`src/rtl/router_input_arbiter_if.sv`:
```
// Handshake bundle between the five router input ports, the input arbiter
// and the routing decision unit.
//   master: upstream/driver side (drives in_*, out_ready)
//   slave : arbiter side (drives in_ready, out_*)
interface router_input_arbiter_if #(
    parameter int unsigned WIDTH_PACKAGE = 33,
    parameter int unsigned NUM_PORTS     = 5
);
    logic [NUM_PORTS*WIDTH_PACKAGE-1:0] in_data;
    logic [NUM_PORTS-1:0]               in_valid;
    logic [NUM_PORTS-1:0]               in_ready;
    logic [WIDTH_PACKAGE-1:0]           out_data;
    logic                               out_valid;
    logic                               out_ready;

    modport master (
        output in_data,
        output in_valid,
        output out_ready,
        input  in_ready,
        input  out_data,
        input  out_valid
    );

    modport slave (
        input  in_data,
        input  in_valid,
        input  out_ready,
        output in_ready,
        output out_data,
        output out_valid
    );
endinterface

```
`src/rtl/router_input_arbiter.sv`:
```
// Round-robin input arbiter in front of the NoC router decision unit.
// Picks one packet per cycle from up/left/down/right/pe_mem (index 0..4),
// registers it in a single output slot and offers it on a valid/ready port.
// A drained slot may be refilled on the same edge, so load sustains 1 packet/cycle.
// Optional build macro ARB_STATS_EN adds saturating per-port grant counters
// and the grant_cnt output port.
module router_input_arbiter #(
    parameter int unsigned WIDTH_PACKAGE = 33,
    parameter int unsigned NUM_PORTS     = 5
`ifdef ARB_STATS_EN
    ,
    parameter int unsigned CNT_W         = 16
`endif
) (
    input logic                   clk,
    input logic                   reset,
    router_input_arbiter_if.slave bus
`ifdef ARB_STATS_EN
    ,
    output logic [NUM_PORTS*CNT_W-1:0] grant_cnt
`endif
);
    localparam int unsigned PTR_W = (NUM_PORTS > 1) ? $clog2(NUM_PORTS) : 1;

    typedef enum logic {StEmpty, StFull} slot_state_e;

    slot_state_e              state_q;
    logic [WIDTH_PACKAGE-1:0] out_data_q;
    logic [PTR_W-1:0]         rr_ptr_q;

    logic                     can_load;
    logic                     grant_found;
    logic [PTR_W-1:0]         grant_idx;
    logic                     load;
    logic [NUM_PORTS-1:0]     in_ready_d;
    logic [WIDTH_PACKAGE-1:0] sel_data;

    assign can_load = (state_q == StEmpty) || bus.out_ready;
    // Reset blocks any handshake so upstream keeps its packet.
    assign load     = can_load && grant_found && !reset;

    // Round-robin scan starting just after the last granted port.
    always_comb begin
        int unsigned      idx;
        logic [PTR_W-1:0] cand;
        grant_found = 1'b0;
        grant_idx   = '0;
        idx         = 0;
        cand        = '0;
        for (int unsigned off = 1; off <= NUM_PORTS; off++) begin
            idx  = (32'(rr_ptr_q) + off) % NUM_PORTS;
            cand = PTR_W'(idx);
            if (!grant_found && bus.in_valid[cand]) begin
                grant_found = 1'b1;
                grant_idx   = cand;
            end
        end
    end

    // One-hot accept for the winner, and the winning packet mux.
    always_comb begin
        in_ready_d = '0;
        sel_data   = '0;
        if (load) begin
            in_ready_d[grant_idx] = 1'b1;
        end
        for (int unsigned i = 0; i < NUM_PORTS; i++) begin
            if (grant_idx == PTR_W'(i)) begin
                sel_data = bus.in_data[i*WIDTH_PACKAGE +: WIDTH_PACKAGE];
            end
        end
    end

    // Output slot FSM: load on handshake, drain when accepted and nothing replaces it.
    always_ff @(posedge clk) begin
        if (reset) begin
            state_q    <= StEmpty;
            out_data_q <= '0;
            rr_ptr_q   <= PTR_W'(NUM_PORTS - 1);
        end else if (load) begin
            state_q    <= StFull;
            out_data_q <= sel_data;
            rr_ptr_q   <= grant_idx;
        end else if (state_q == StFull && bus.out_ready) begin
            state_q    <= StEmpty;
        end
    end

    assign bus.in_ready  = in_ready_d;
    assign bus.out_data  = out_data_q;
    assign bus.out_valid = (state_q == StFull);

`ifdef ARB_STATS_EN
    logic [CNT_W-1:0] cnt_q [NUM_PORTS];

    // Per-port grant counters; saturate at all-ones rather than wrap.
    always_ff @(posedge clk) begin
        if (reset) begin
            for (int unsigned i = 0; i < NUM_PORTS; i++) begin
                cnt_q[i] <= '0;
            end
        end else if (load) begin
            for (int unsigned i = 0; i < NUM_PORTS; i++) begin
                if (grant_idx == PTR_W'(i) && cnt_q[i] != '1) begin
                    cnt_q[i] <= cnt_q[i] + 1'b1;
                end
            end
        end
    end

    // Flatten counters onto the packed output port.
    always_comb begin
        grant_cnt = '0;
        for (int unsigned i = 0; i < NUM_PORTS; i++) begin
            grant_cnt[i*CNT_W +: CNT_W] = cnt_q[i];
        end
    end
`endif
endmodule

```
`src/flat_wrapper.sv`:
```
// flat-port wrapper written by rule: the top's interface ports become plain ports
module router_input_arbiter_flat 
#(
    parameter int unsigned WIDTH_PACKAGE = 33,
    parameter int unsigned NUM_PORTS     = 5

)
  (clk, reset, bus_in_data, bus_in_valid, bus_out_ready, bus_in_ready, bus_out_data, bus_out_valid);
  router_input_arbiter_if #(.WIDTH_PACKAGE(WIDTH_PACKAGE), .NUM_PORTS(NUM_PORTS)) bus_i ();
  input logic clk;
  input logic reset;
  input wire logic [$bits(bus_i.in_data)-1:0] bus_in_data;
  input wire logic [$bits(bus_i.in_valid)-1:0] bus_in_valid;
  input wire logic [$bits(bus_i.out_ready)-1:0] bus_out_ready;
  output wire logic [$bits(bus_i.in_ready)-1:0] bus_in_ready;
  output wire logic [$bits(bus_i.out_data)-1:0] bus_out_data;
  output wire logic [$bits(bus_i.out_valid)-1:0] bus_out_valid;
  assign bus_i.in_data = bus_in_data;
  assign bus_i.in_valid = bus_in_valid;
  assign bus_i.out_ready = bus_out_ready;
  assign bus_in_ready = bus_i.in_ready;
  assign bus_out_data = bus_i.out_data;
  assign bus_out_valid = bus_i.out_valid;
  router_input_arbiter #(.WIDTH_PACKAGE(WIDTH_PACKAGE), .NUM_PORTS(NUM_PORTS)) u_core (.clk(clk), .reset(reset), .bus(bus_i));
endmodule
```
`config.mk`:
```
export PLATFORM = sky130hd
export DESIGN_NAME = router_input_arbiter_flat
export DESIGN_NICKNAME = d
export VERILOG_FILES = /design/src/rtl/router_input_arbiter_if.sv /design/src/rtl/router_input_arbiter.sv /design/src/flat_wrapper.sv
export SDC_FILE = /design/constraint.sdc
export NUM_CORES = 1
export LEC_CHECK = 0
export BUFFER_PORTS_ARGS = -buffer_cell sky130_fd_sc_hd__buf_2
export CAP_MARGIN = 20
export CORE_MARGIN = 5
export CORE_UTILIZATION = 47
export DETAILED_ROUTE_END_ITERATION = 8
export PLACE_DENSITY = 0.75
export RECOVER_POWER = 50
export REMOVE_ABC_BUFFERS = 1
export SLEW_MARGIN = 20
export SYNTH_ARGS = -nofsm -noshare
export SYNTH_HDL_FRONTEND = slang
export SYNTH_SLANG_ARGS = --single-unit
export TNS_END_PERCENT = 10
```
`constraint.sdc`:
```
create_clock -name clk -period 6.7 [get_ports clk]
set_input_delay 0.67 -clock clk [delete_from_list [all_inputs] [get_ports clk]]
set_output_delay 0.67 -clock clk [all_outputs]
set_load 0.005 [all_outputs]
```
# Yosys cells after proc, flatten, opt, wreduce, memory -nomap -nowiden
# Index checks and enable logic that the tools add are counted.
[totals]
ff_bits = 37
elab_cells = 71
in_bits = 173
[op_classes]
mux = 30
bitwise = 1
eq_ne = 4
n_reduce_logical = 16
add_sub_neg = 5
n_lt_le_gt_ge = 7
n_div = 5
[op_table]
columns = ["cell", "count"]
rows = [
  ["$mux 33", 5],
  ["$mod 32x3->32 const B", 5],
  ["$lt 3x4->1 const B", 6],
  ["$bmux 1 s3", 5],
  ["$mux 3", 5],
  ["$mux 1", 13],
  ["$add 3x2->4 const B", 2],
  ["$add 3x3->4 const B", 2],
  ["$logic_and 1x1->1", 8],
  ["$eq 3x2->1 const B", 2],
  ["$logic_not 1->1", 5],
  ["$mux 5", 1],
  ["$add 3x1->4 const B", 1],
  ["$demux 1 s3", 1],
  ["$eq 3x1->1 const B", 1],
  ["$eq 3x3->1 const B", 1],
  ["$ge 3x1->1 const B", 1],
  ["$logic_not 3->1", 1],
  ["$reduce_bool 2->1", 1],
  ["$logic_or 1x1->1", 1],
  ["$not 1->1", 1],
]

# Depth between registers and ports, before layout
[logic_depth]
ltp_word = 23
mapped_depth = 21
ltp_nobuf = 17

# Least setup slack after synthesis
# OpenSTA, ideal clock, no wires.
[synth_path]
path_kind = "flip-flop to output port"
start = "register u_core.rr_ptr_q[0]"
end = "output port bus_in_ready[3]"
setup_slack_ns = 1.287
stages_incl_launch_ff = 20
t_required_ns = 6.030
arrival_ns = 4.743
path_cell_list = "dfxtp_1 buf_4 clkinv_1 ha_1 ha_1 nor4b_1 o31ai_1 and2_1 ha_1 nor2b_1 o31ai_1 mux2i_1 a311o_1 o211ai_1 a211oi_2 a22o_1 buf_4 buf_4 nand2_1 nor2_1"
[synth_between]
elab_chain_len = 22
elab_cells_between_ends = 46
[synth_lines]
columns = ["element", "line", "rtl"]
rows = [
  ["from (decl)", "router_input_arbiter.sv:29", "logic [PTR_W-1:0] rr_ptr_q;"],
  ["from (signal assigned)", "router_input_arbiter.sv:79", "rr_ptr_q <= PTR_W'(NUM_PORTS - 1);"],
  ["from (signal assigned)", "router_input_arbiter.sv:83", "rr_ptr_q <= grant_idx;"],
  ["$add 3x1->4", "router_input_arbiter.sv:51", "idx = (32'(rr_ptr_q) + off) % NUM_PORTS;"],
  ["$mod 32x3->32", "router_input_arbiter.sv:51", ""],
  ["$bmux 1 s3", "router_input_arbiter.sv:53", "if (!grant_found && bus.in_valid[cand]) begin"],
  ["$mux 1 (not written as such)", "router_input_arbiter.sv:53", ""],
  ["$mux 1", "router_input_arbiter.sv:53", ""],
  ["$logic_not 1->1", "router_input_arbiter.sv:53", ""],
  ["$logic_and 1x1->1", "router_input_arbiter.sv:53", ""],
  ["$mux 1", "router_input_arbiter.sv:53", ""],
  ["[6 not listed]", "--", ""],
  ["$logic_not 1->1", "router_input_arbiter.sv:53", ""],
  ["$logic_and 1x1->1", "router_input_arbiter.sv:53", ""],
  ["$mux 3", "router_input_arbiter.sv:53", ""],
  ["$lt 3x4->1 (not written as such) / $ge 3x1->1 (equally long branches)", "router_input_arbiter.sv:65", "in_ready_d[grant_idx] = 1'b1;"],
  ["$logic_and 1x1->1 (not written as such)", "router_input_arbiter.sv:65", ""],
  ["$mux 1 (not written as such)", "router_input_arbiter.sv:65", ""],
  ["$demux 1 s3", "--", ""],
  ["$mux 5 *", "router_input_arbiter.sv:64", "if (load) begin"],
  ["to (decl)", "flat_wrapper.sv:15", "output wire logic [$bits(bus_i.in_ready)-1:0] bus_in_ready;"],
]
# Every way passes the cells marked *; elsewhere a longest branch is shown, timed or not. The select of a mux whose other input is x is not followed.

# Worst setup path in the final report
[layout_path]
start = "register u_core.rr_ptr_q[1]"
end = "output port bus_in_ready[0]"
# The elaborated chain is that of the path after synthesis.

==> flow_summary.html <==
<table>
<tr><th>Metric</th><th>Value</th></tr>
<tr><th colspan="2">STA</th></tr>
<tr><td>Final critical delay including setup and external delays</td><td>about 6.2 ns</td></tr>
<tr><td>Unrepaired setup endpoints after global routing</td><td>false</td></tr>
<tr><td>Setup skew after layout</td><td>0.001790 ns</td></tr>
<tr><td>Slew headroom</td><td>-0.5490%</td></tr>
<tr><td>Maximum clock rate</td><td>~160 MHz</td></tr>
<tr><td>TNS Setup</td><td>0 ns</td></tr>
<tr><td>Max-slew violations</td><td>21</td></tr>
<tr><td>Ratio of final minimum period to clock period</td><td>~93%</td></tr>
<tr><td>Final setup violation count</td><td>0</td></tr>
<tr><td>Actual transition at the worst max-transition pin</td><td>~1.5 ns</td></tr>
<tr><td>Number of hold violations in the final report</td><td>0</td></tr>
<tr><th colspan="2">Global routing</th></tr>
<tr><td>Pin count of the biggest net entering global routing</td><td>70</td></tr>
<tr><td>Global-route wire length before repair</td><td>about 31 mm</td></tr>
<tr><td>Initial antenna violation count</td><td>0</td></tr>
<tr><td>Remaining Overflow, GRT</td><td>0</td></tr>
<tr><td>GRT Total Usage</td><td>28.81%</td></tr>
<tr><td>Number of global-route vias before repair</td><td>~6.2k</td></tr>
<tr><th colspan="2">Worst setup path</th></tr>
<tr><td>Worst Path Arrival</td><td>5.57 ns</td></tr>
<tr><td>Type of the worst setup path</td><td>reg2out</td></tr>
<tr><td>Reg2reg end</td><td>u_core.bus.out_data[5]</td></tr>
<tr><td>Category of the worst setup path launch point</td><td>register</td></tr>
<tr><td>Launching element of the worst setup path</td><td>u_core.rr_ptr_q[1]</td></tr>
<tr><td>R2R setup slack</td><td>around 0.94 ns</td></tr>
<tr><td>Category of the worst setup path capture point</td><td>output pin</td></tr>
<tr><td>R2r startpoint</td><td>u_core.rr_ptr_q[1]</td></tr>
<tr><td>Cell depth of the worst flop-to-flop path</td><td>18</td></tr>
<tr><td>Highest net fanout along the worst path</td><td>34</td></tr>
<tr><td>Worst endpoint required time</td><td>about 6 ns</td></tr>
<tr><th colspan="2">Hold path</th></tr>
<tr><td>Hold path startpoint</td><td>u_core.bus.out_data[26]</td></tr>
<tr><td>Number of cells on the worst hold path</td><td>2</td></tr>
<tr><td>Endpoint of the worst hold-timing path</td><td>u_core.bus.out_data[26]</td></tr>
<tr><td>Worst min-delay path category</td><td>reg2reg</td></tr>
<tr><th colspan="2">Finish</th></tr>
<tr><td>Commonest cells after routing, fill and taps aside</td><td>sky130_fd_sc_hd__buf_2, sky130_fd_sc_hd__inv_1, sky130_fd_sc_hd__mux2i_1</td></tr>
<tr><td>Layout-stage area growth over the synthesis result</td><td>21.32%</td></tr>
<tr><td>Fill cell total of the finished layout</td><td>roughly 1,000</td></tr>
<tr><td>Ratio of cells with drive above 1 in the final layout</td><td>30.86%</td></tr>
<tr><td>Most common cell after layout, fill and taps aside</td><td>sky130_fd_sc_hd__buf_2</td></tr>
<tr><td>Share of the core filled with cells in the final layout</td><td>approximately 58%</td></tr>
<tr><td>Final #Nets</td><td>1,007</td></tr>
<tr><td>Number of diodes added for antenna fixing</td><td>0</td></tr>
<tr><td>Non-Filler Cell Area, Final</td><td>6307 um2</td></tr>
<tr><th colspan="2">Die</th></tr>
<tr><td>Core area</td><td>around 11,000 um2</td></tr>
<tr><td>Number of standard-cell rows in the floorplan</td><td>38</td></tr>
<tr><td>Starting utilization of the core area</td><td>between 40% and 50%</td></tr>
<tr><td>Die area</td><td>between 10,000 and 15,000 um2</td></tr>
<tr><td>Width of the chip</td><td>115.2 um</td></tr>
<tr><td>Die Span Y</td><td>approximately 120 um</td></tr>
<tr><td>Number of ports placed on the die boundary</td><td>212</td></tr>
<tr><th colspan="2">Route</th></tr>
<tr><td>Starting DRT DRC Count</td><td>a little under 700</td></tr>
<tr><td>Count of unresolved DRC violations after routing</td><td>0</td></tr>
<tr><td>First-pass iteration count of the detailed router</td><td>6</td></tr>
<tr><td>Routed via count</td><td>6,431</td></tr>
<tr><td>Vias per cell</td><td>approximately 6.8</td></tr>
<tr><td>Routed wire length per instance</td><td>~22 um</td></tr>
<tr><td>Remaining antenna violation count after routing</td><td>0</td></tr>
<tr><td>Total length of routed wires</td><td>20.47 mm</td></tr>
<tr><th colspan="2">Yosys</th></tr>
<tr><td>Most used DFF post-synth</td><td>sky130_fd_sc_hd__dfxtp_1</td></tr>
<tr><td>Post-synthesis area per instance</td><td>just over 8 um2</td></tr>
<tr><td>Number of warnings issued by yosys</td><td>0</td></tr>
<tr><td>Sequential fraction of the synthesis area</td><td>between 10% and 20%</td></tr>
<tr><td>Post-synthesis async set-or-reset flop share</td><td>0%</td></tr>
<tr><td>Combined area of all synthesized cells</td><td>5199 um2</td></tr>
<tr><td>Cell count after synthesis</td><td>around 640</td></tr>
<tr><td>Unique cell type count in the Yosys netlist</td><td>between 90 and 100</td></tr>
<tr><td>Post-synth EDFFs</td><td>0</td></tr>
<tr><td>Count of state elements after synthesis</td><td>37</td></tr>
<tr><th colspan="2">CTS</th></tr>
<tr><td>H-tree depth</td><td>2</td></tr>
<tr><td>Post-CTS clock slew at the launch and capture registers of the worst setup and hold paths</td><td>0.07 ns</td></tr>
<tr><td>Post-CTS setup buffer count</td><td>0</td></tr>
<tr><td>TritonCTS clock tree</td><td>done</td></tr>
<tr><td>Number of sinks on the clock net</td><td>37</td></tr>
<tr><td>Root cell of the clock tree</td><td>sky130_fd_sc_hd__clkbuf_8</td></tr>
<tr><td>Number of buffers on the longest clock path</td><td>2</td></tr>
<tr><td>Clock Latency Late Sink</td><td>around 0.28 ns</td></tr>
<tr><td>Number of clock buffers inserted by TritonCTS</td><td>5</td></tr>
<tr><th colspan="2">Run status</th></tr>
<tr><td>Status</td><td>finished with violations</td></tr>
<tr><td>Violated checks</td><td>capacitance limit, slew limit</td></tr>
<tr><th colspan="2">Run</th></tr>
<tr><td>Number of max-capacitance violations reported</td><td>1</td></tr>
<tr><th colspan="2">Place</th></tr>
<tr><td>Placed standard-cell area</td><td>around 6200 um2</td></tr>
<tr><td>GP Congestion</td><td>between 0.9 and 1</td></tr>
<tr><td>Port-buffer cells</td><td>between 200 and 250</td></tr>
<tr><td>HPWL after detailed placement</td><td>15.13 mm</td></tr>
</table>
-- cell families after synthesis --
group / Yosys count / synth area share (%)
DFF: 37 / 14.25
muxes: 42 / 8.351
buffers and inverters: 121 / 10.13
and+or+nand+nor: 168 / 19.49
xor gates and xnor gates: 4 / 1.180
adders and majority gates: 23 / 5.536
AOI/OAI and AO/OA: 246 / 41.06
-- state kept, by name, indices dropped and copies added (netlist names) --
name                  cells
u_core.bus.out_data      33
u_core.bus.out_valid      1
u_core.rr_ptr_q           3
-- per-layer routing --
layer	vias to the layer above	part of all wire (%)	GRT usage, %	routed length, um
met5	-	0	0	0
met4	0	2.7	9.077	560
met3	55	8.7	4.842	1779
met2	380	49	48.88	10130
met1	3062	39	37.24	8000
li1	2934	-	-	-
-- cell type report --
class / instances / area, um2 / area share, %
clock buffers: 5 / 68.82 / 1.091
clock inverters: 1 / 5.005 / 0.07935
inverters: 58 / 220.2 / 3.491
well taps: 140 / 175.2 / 2.777
repair buffers: 225 / 1125 / 17.83
multi-input cells: 484 / 3973 / 62.98
flip-flops and latches: 37 / 740.7 / 11.74
-- Yosys cell counts (8+ instances only) --
library cell                instances  area, um2
sky130_fd_sc_hd__buf_2             19      95.09
sky130_fd_sc_hd__clkbuf_1          35      131.4
sky130_fd_sc_hd__o21ai_0           13      65.06
sky130_fd_sc_hd__ha_1              23      287.8
sky130_fd_sc_hd__a211oi_1          34      255.2
sky130_fd_sc_hd__nor3_1            13      65.06
sky130_fd_sc_hd__nand3_1            8      40.04
sky130_fd_sc_hd__dfxtp_1           37      740.7
sky130_fd_sc_hd__inv_1             53      198.9
sky130_fd_sc_hd__o221ai_1          34      297.8
sky130_fd_sc_hd__a2111oi_2         11      165.2
sky130_fd_sc_hd__nand2_1           22      82.58
sky130_fd_sc_hd__a221oi_1          36      315.3
sky130_fd_sc_hd__nor2_1            23      86.33
sky130_fd_sc_hd__mux2i_1           40      400.4
sky130_fd_sc_hd__nor2b_1            9      56.30
sky130_fd_sc_hd__a2111oi_0         24      210.2
sky130_fd_sc_hd__or3_1             38      237.7
sky130_fd_sc_hd__a21oi_1           19      95.09
-- timing repair --
action | in CTS | in global routing
gates resized for setup | 0 | 4
hold buffers | 0 | 0
hold endpoints to repair | 0 | 0
setup endpoints to repair | 0 | 5
-- critical path: stages (launching register included) --
cell and delay [ns]:
sky130_fd_sc_hd__dfxtp_1 0.59, sky130_fd_sc_hd__inv_1 0.20, sky130_fd_sc_hd__ha_1 0.34, sky130_fd_sc_hd__xnor2_4 0.32, sky130_fd_sc_hd__inv_2 0.13, sky130_fd_sc_hd__ha_1 0.21
sky130_fd_sc_hd__inv_1 0.05, sky130_fd_sc_hd__ha_1 0.23, sky130_fd_sc_hd__nor4bb_1 0.34, sky130_fd_sc_hd__a211oi_2 0.12, sky130_fd_sc_hd__or3_1 0.39, sky130_fd_sc_hd__a32oi_1 0.34
sky130_fd_sc_hd__o221a_2 0.37, sky130_fd_sc_hd__or2_4 0.36, sky130_fd_sc_hd__o2111ai_1 0.23, sky130_fd_sc_hd__a21oi_4 0.19, sky130_fd_sc_hd__o211a_1 0.17, sky130_fd_sc_hd__buf_4 0.37
sky130_fd_sc_hd__nor2b_1 0.19, sky130_fd_sc_hd__buf_2 0.12
-- per-stage QoR --
step	hold WS (ns)	instances	setup WS (ns)
after floorplan	0.5281	578	-2.164
after detailed placement	0.6036	943	0.3939
after global placement	0.5854	943	0.6459
after global routing	0.6288	950	0.07974
after CTS	0.6149	949	0.05317
final	0.6130	950	0.4623
-- worst max path at each step --
stage | end | cells past startpoint
final | bus_in_ready[0] | 19
after global routing | bus_in_ready[0] | 18
after CTS | bus_in_ready[0] | 18
after detailed placement | bus_in_ready[0] | 18
after global placement | bus_in_ready[0] | 18
after floorplan | bus_in_ready[3] | 16
Power is left out: the tool's default activity adds up to more than one toggle a clock period on the data nets, which glitch-free logic cannot reach.
